### config.mk
export PLATFORM = sky130hd
export DESIGN_NAME = cp0_regfile
export DESIGN_NICKNAME = d
export VERILOG_FILES = /design/src/rtl/cp0_regfile.sv
export SDC_FILE = /design/constraint.sdc
export NUM_CORES = 1
export LEC_CHECK = 0
export ABC_AREA = 1
export BUFFER_PORTS_ARGS = -buffer_cell sky130_fd_sc_hd__buf_4
export CAP_MARGIN = 40
export CORE_MARGIN = 2
export CORE_UTILIZATION = 45
export DETAILED_ROUTE_END_ITERATION = 7
export PLACE_DENSITY = 0.79
export SLEW_MARGIN = 20
export SYNTH_ARGS = -nofsm -noshare
export SYNTH_HDL_FRONTEND = slang
export SYNTH_SLANG_ARGS = --single-unit
### constraint.sdc
create_clock -name clk -period 1.8 [get_ports clk]
set_input_delay 0.36 -clock clk [delete_from_list [all_inputs] [get_ports clk]]
set_output_delay 0.36 -clock clk [all_outputs]
set_load 0.01 [all_outputs]
### src/rtl/cp0_regfile.sv
// MIPS-style CP0 register file: Status, Cause, EPC, BadVAddr, Count/Compare timer,
// exception/eret sequencing and interrupt-pending generation.
module cp0_regfile #(
    parameter logic [31:0] EXC_ENTRY = 32'hbfc00380
) (
    input  logic        clk,
    input  logic        resetn,
    input  logic        wb_valid,
    input  logic        op_mtc0,
    input  logic        op_eret,
    input  logic        wb_ex,
    input  logic [4:0]  wb_excode,
    input  logic        wb_bd,
    input  logic [31:0] wb_pc,
    input  logic [31:0] wb_badvaddr,
    input  logic [4:0]  wb_rd,
    input  logic [2:0]  wb_sel,
    input  logic [31:0] c0_wdata,
    input  logic [5:0]  ext_int_in,
    output logic [31:0] c0_rdata,
    output logic [31:0] exc_target,
    output logic        has_int
);
    localparam logic [4:0] RD_BADVADDR = 5'd8;
    localparam logic [4:0] RD_COUNT    = 5'd9;
    localparam logic [4:0] RD_COMPARE  = 5'd11;
    localparam logic [4:0] RD_STATUS   = 5'd12;
    localparam logic [4:0] RD_CAUSE    = 5'd13;
    localparam logic [4:0] RD_EPC      = 5'd14;

    logic [31:0] badvaddr, count, compare, epc;
    logic [7:0]  status_im;
    logic        status_exl, status_ie;
    logic        cause_bd, cause_ti;
    logic [5:0]  cause_ip_hw;
    logic [1:0]  cause_ip_sw;
    logic [4:0]  cause_exccode;
    logic        tick;
    logic [31:0] status_val, cause_val;

    // Precedence: exception beats eret beats mtc0; losers are dropped.
    logic ex_ev, eret_ev, mtc0_ev, sel_ok;
    logic wr_count, wr_compare, wr_status, wr_cause, wr_epc, addr_exc;
    assign ex_ev      = wb_valid & wb_ex;
    assign eret_ev    = wb_valid & op_eret & ~wb_ex;
    assign mtc0_ev    = wb_valid & op_mtc0 & ~wb_ex & ~op_eret;
    assign sel_ok     = (wb_sel == 3'd0);
    assign wr_count   = mtc0_ev & sel_ok & (wb_rd == RD_COUNT);
    assign wr_compare = mtc0_ev & sel_ok & (wb_rd == RD_COMPARE);
    assign wr_status  = mtc0_ev & sel_ok & (wb_rd == RD_STATUS);
    assign wr_cause   = mtc0_ev & sel_ok & (wb_rd == RD_CAUSE);
    assign wr_epc     = mtc0_ev & sel_ok & (wb_rd == RD_EPC);
    assign addr_exc   = (wb_excode == 5'h04) | (wb_excode == 5'h05);

    assign status_val = {9'b0, 1'b1, 6'b0, status_im, 6'b0, status_exl, status_ie};
    assign cause_val  = {cause_bd, cause_ti, 14'b0, cause_ip_hw, cause_ip_sw, 1'b0,
                         cause_exccode, 2'b0};

    // NOTE: state uses non-blocking assignments so every register samples pre-edge values.
    always_ff @(posedge clk or negedge resetn) begin
        if (!resetn) begin
            status_im  <= '0;
            status_exl <= 1'b0;
            status_ie  <= 1'b0;
        end else if (ex_ev) begin
            status_exl <= 1'b1;
        end else if (eret_ev) begin
            status_exl <= 1'b0;
        end else if (wr_status) begin
            status_im  <= c0_wdata[15:8];
            status_exl <= c0_wdata[1];
            status_ie  <= c0_wdata[0];
        end
    end

    always_ff @(posedge clk or negedge resetn) begin
        if (!resetn) begin
            cause_bd      <= 1'b0;
            cause_exccode <= '0;
            cause_ip_sw   <= '0;
            cause_ip_hw   <= '0;
            cause_ti      <= 1'b0;
        end else begin
            cause_ip_hw <= {ext_int_in[5] | cause_ti, ext_int_in[4:0]};
            if (ex_ev) begin
                cause_exccode <= wb_excode;
                if (!status_exl) cause_bd <= wb_bd;
            end
            if (wr_cause) cause_ip_sw <= c0_wdata[9:8];
            if (wr_compare)            cause_ti <= 1'b0;
            else if (count == compare) cause_ti <= 1'b1;
        end
    end

    always_ff @(posedge clk or negedge resetn) begin
        if (!resetn) begin
            epc      <= '0;
            badvaddr <= '0;
            compare  <= '0;
        end else begin
            if (ex_ev && !status_exl) epc <= wb_bd ? wb_pc - 32'd4 : wb_pc;
            else if (wr_epc)          epc <= c0_wdata;
            if (ex_ev && addr_exc)    badvaddr <= wb_badvaddr;
            if (wr_compare)           compare <= c0_wdata;
        end
    end

    // Count advances at half the clock rate; a software load wins over the increment.
    always_ff @(posedge clk or negedge resetn) begin
        if (!resetn) begin
            tick  <= 1'b0;
            count <= '0;
        end else begin
            tick <= ~tick;
            if (wr_count)  count <= c0_wdata;
            else if (tick) count <= count + 32'd1;
        end
    end

    // NOTE: default assignment first keeps this combinational block latch-free.
    always_comb begin
        c0_rdata = '0;
        if (sel_ok) begin
            case (wb_rd)
                RD_BADVADDR: c0_rdata = badvaddr;
                RD_COUNT:    c0_rdata = count;
                RD_COMPARE:  c0_rdata = compare;
                RD_STATUS:   c0_rdata = status_val;
                RD_CAUSE:    c0_rdata = cause_val;
                RD_EPC:      c0_rdata = epc;
                default:     c0_rdata = '0;
            endcase
        end
    end

    assign exc_target = op_eret ? epc : EXC_ENTRY;
    assign has_int    = (|({cause_ip_hw, cause_ip_sw} & status_im)) & status_ie & ~status_exl;
endmodule

# --- Yosys cells after proc, flatten, opt, wreduce, memory -nomap -nowiden ---
# Index checks and enable logic that the tools add are counted.
word_totals:
  elab_cells: 71
  regBits: 154
  output_inout_bits: 65
op_classes:
  n_mux: 13
  bitwise_logic: 23
  n_reduce_logical: 11
  n_eq_ne: 9
  n_addsub: 2
ops:
  columns: ["op", "n"]
  rows:
  - ["two-way mux 32 bit", 7]
  - ["case mux 32 bit (6 select lines)", 1]
  - ["adder 32 x 1 -> 32 bit, second input constant", 1]
  - ["equality test 32 bit", 1]
  - ["subtractor 32 x 3 -> 32 bit, second input constant", 1]
  - ["equality test 5 x 4 -> 1 bit, second input constant", 6]
  - ["bitwise AND 1 bit", 14]
  - ["equality test 5 x 3 -> 1 bit, second input constant", 2]
  - ["bitwise AND 8 bit", 1]
  - ["OR reduction 8 bit", 1]
  - ["inverter 1 bit", 6]
  - ["nonzero test 2 bit", 3]
  - ["two-way mux 1 bit", 5]
  - ["logical NOT 3 bit", 1]
  - ["AND reduction 3 bit", 1]
  - ["nonzero test 3 bit", 1]
  - ["logical AND 1 bit", 2]
  - ["bitwise OR 1 bit", 2]
  - ["AND reduction 2 bit", 1]
  - ["logical NOT 1 bit", 1]

# --- Depth between registers and ports, before layout ---
logic_depth:
  depth_word: 8
  depth_mapped: 13
  mapped_depth_nobuf: 13

# --- Least setup slack after synthesis ---
# OpenSTA, ideal clock, no wires.
synth_path:
  path_kind: "input to output"
  start: "input port wb_rd[4]"
  end: "output port c0_rdata[27]"
  arrival_time_ps: 1522
  stages: 9
  required_ps: 1440
  path_slack_ps: -82
  path_cell_list: "inv_1 nand3_2 nor2_1 inv_1 buf_2 buf_2 o22ai_1 a21oi_1 a21oi_1"
synth_via:
  elab_chain_cells: 3
  word_cells_on_any_way: 8
  cone_classes: "6 x eq/ne; 2 x mux"
synth_rtl:
  columns: ["item", "line_no", "text"]
  rows:
  - ["from (decl)", "16", "input logic [4:0] wb_rd,"]
  - ["equality test 5 x 4 -> 1 bit", "124", "case (wb_rd)"]
  - ["case mux 32 bit (6 select lines) *", "124", null]
  - ["two-way mux 32 bit *", "123", "if (sel_ok) begin"]
  - ["to (decl)", "20", "output logic [31:0] c0_rdata,"]
# Every way passes the cells marked *; elsewhere a longest branch is shown, timed or not.

# --- Worst setup path in the final report ---
layout_path:
  start: "input port wb_rd[1]"
  end: "output port c0_rdata[1]"
# Same word-level chain as after synthesis.

==> results_dict.tcl <==
set metrics [dict create \
    cp.buffers_inverters 4 \
    async_flop_share_pct 100 \
    path_class "primary input to output port" \
    drc 0 \
    pin_count 187 \
    p_leak_nw 6.69 \
    synth_edf_count 0 \
    cts_max_path_buffers 2 \
    dpl_worst_slack_ns -0.337 \
    initial_core_util_pct 45.9 \
    clock_sinks 154 \
    syn_area_mm2 0.00964 \
    place_congestion 0.984 \
    worst_ep_arrival_time_ns 1.80 \
    yosysMostFrequentCell "nand2_1" \
    yosys.area.top_type "dfrtp_1" \
    worst_pin_slew_ns 0.467 \
    place_hpwl_mm 27.2 \
    grt_pass1_vias 10500 \
    die_w_um 150 \
    synth_seq_cells 154 \
    yosys_warnings 0 \
    slew_headroom_pct 68.9 \
    setup-violations-final 36 \
    seq_area_mm2 0.00386 \
    max_freq_mhz 464 \
    hold_violations 0 \
    die_y_um 150 \
    critPathSlowestCell "nor2_1" \
    drv_cap 0 \
    ir_drop_mv 0.590 \
    cpMostUsedCell "buf_6" \
    avgRoutedWirePerCell_um 19.4 \
    track_usage_pct 32.8 \
    avgViaCountPerCell 5.67 \
    syn_inst 1376 \
    clk_pin_slew_ns 0.07 \
    yosysTopAreaCellShare_pct 40.0 \
    gr-total-overflow 0 \
    synthTopCellsByArea "dfrtp_1 (40%), nand2_1 (16%), inv_1 (7.0%)" \
    root_buffer "clkbuf_16" \
    cts_buffers 17 \
    violations "negative setup slack" \
    fin_setup_tns_ns -5.25 \
    grt_max_degree 42 \
    skew_ns 0.0145 \
    cp-start-kind "primary input" \
    drive_gt1_share_pct 32.3 \
    worstSkewPairLatency_ns 0.44 \
    slew_violations 0 \
    path_max_fanout 5 \
    end_kind "output port" \
    critPathRequiredTime_ns 1.44 \
    row_count 53 \
    grt_setup_unrepaired "true" \
    tritoncts "built" \
    grt_first_pass_wirelength_mm 56.3 \
    hp-class "primary input to register" \
    multi_input_area_mm2 0.00546 \
    ant_nets 0 \
    routed_wl_mm 38.0 \
    fin_nets 1794 \
    rrSetupSlack_ns -0.06 \
    dieArea_mm2 0.0226 \
    drtIter0Drc 1163 \
    coreArea_mm2 0.0210 \
    n_antenna_cell 0 \
    synth_top_flop_cell "dfrtp_1" \
    drt_pass1_iterations 5 \
    h-tree-depth 4 \
    fin_util_pct 66.0 \
    vias 11100 \
    nFillCells 1648 \
    postSynthAreaPerCell_um2 7.01 \
    path_cells "buf_6 > buf_6 > nand2_2 > nor2_4 > clkinvlp_4 > o22ai_2 > nor3_1 > nor2_1 > buf_4" \
    ys_types 46 \
    syn2layout_area_growth_pct 43.9 \
    finalCriticalPeriod_ns 2.16 \
    critPathTopFamily "simple AND/OR/NAND/NOR gates" \
    fin_crit_sh_pct 120 \
    yosysSeqAreaShare_pct 40.0 \
    antenna_found_initial 1 \
    postLayoutSetupSlackWorst_ns -0.357 \
    critPathMaxStageDelay_ns 0.24 \
    numPortBuffers 186 \
    synth_common_cells "nand2_1 (419), inv_1 (179), dfrtp_1 (154)" \
    syn_nets 1500 \
    cellPowerDensity_mw_per_mm2 763 \
    status "finished, violations left" \
]
[stage by stage]
stage	instances	total power [mW]	cell area, um2	hold slack [ns]
2_1_floorplan	1376	5.49	9680	0.0644
3_3_place_gp	1888	6.69	12100	0.311
3_5_place_dp	1888	6.73	12100	0.321
4_1_cts	1945	10.3	13400	0.0240
5_1_grt	1958	11.0	13900	0.0185
6_report	1958	10.6	13900	0.0282
[sequential cells by signal, summed over array words and instances, names as in the netlist]
name,flops
badvaddr,32
cause_bd,1
cause_exccode,5
cause_ip_hw,6
cause_ip_sw,2
cause_ti,1
compare,32
count,32
epc,32
status_exl,1
status_ie,1
status_im,8
tick,1
[placed cells by master (no fill, tap or decap), types with 10 or more instances in the layout]
master	count
nand2_1	406
buf_4	274
inv_1	159
dfrtp_1	145
nor2_1	90
o21ai_0	87
nand3_1	67
buf_6	26
xnor2_1	25
xor2_1	24
nor2_4	22
o21ai_1	22
inv_2	20
o22ai_2	20
a21oi_1	20
nor3_1	20
nand4_1	19
clkbuf_16	19
a21oi_2	17
buf_12	17
nor2_2	13
o22ai_1	13
or2_2	12
o211ai_1	11
nand2_4	10
[routing by layer]
layer / GRT usage (%) / wire (um) / vias to the layer above
met5: 0 / 0 / -
met4: 14.1 / 1740 / 0
met3: 6.42 / 3700 / 136
met2: 51.8 / 17300 / 690
met1: 43.8 / 15200 / 5232
li1: - / - / 5035
[worst paths after layout]
kind | startpoint | to | depth (start not counted)
worst max-delay path | wb_rd[1] | c0_rdata[1] | 9
worst min-delay path | ext_int_in[3] | cause_ip_hw[3]$_DFF_PN0_ | 1
worst max register to register | count[1]$_DFFE_PN0P_ | count[18]$_DFFE_PN0P_ | 12
worst min register to register | epc[22]$_DFFE_PN0P_ | epc[22]$_DFFE_PN0P_ | 2
max in group asynchronous | resetn | count[25]$_DFFE_PN0P_ | 3
min in group asynchronous | resetn | epc[0]$_DFFE_PN0P_ | 2
[logic make-up (layout without fill, tap and decap cells)]
group	Yosys count	after routing	share of synthesized area (%)
mux	3	3	0.350
xor+xnor	50	50	4.54
compound gates	240	240	14.4
simple gates	683	683	30.4
flops	154	154	40.0
buf+inv	244	551	10.0
fa+ha+maj	2	2	0.260
[repair_timing]
item | in CTS | in global routing
endpoints found under the hold margin | 34 | 0
hold buffers | 1 | 0
setup endpoints to repair | 35 | 68
cloned | 4 | 2
buffers inserted | 21 | 12
resized for setup | 131 | 84
pin swaps | 32 | 48
[final cells by class]
class,instances,share of cell area [%]
repair buffers,329,20.9
inverters,189,5.36
well taps,275,2.48
repair inverters,1,0.0541
clock inverters,11,0.631
multi-input cells,978,39.3
clock buffers,21,3.39
flip-flops and latches,154,27.9
[power breakdown]
| part | total [mW] | switching (mW) | internal (mW) |
|---|---|---|---|
| sequential | 4.43 | 0.465 | 3.96 |
| combinational | 2.73 | 1.56 | 1.17 |
| clock | 3.43 | 1.54 | 1.89 |
| total | 10.6 | 3.57 | 7.02 |
Note: power is estimated with default switching activity, not from simulation.
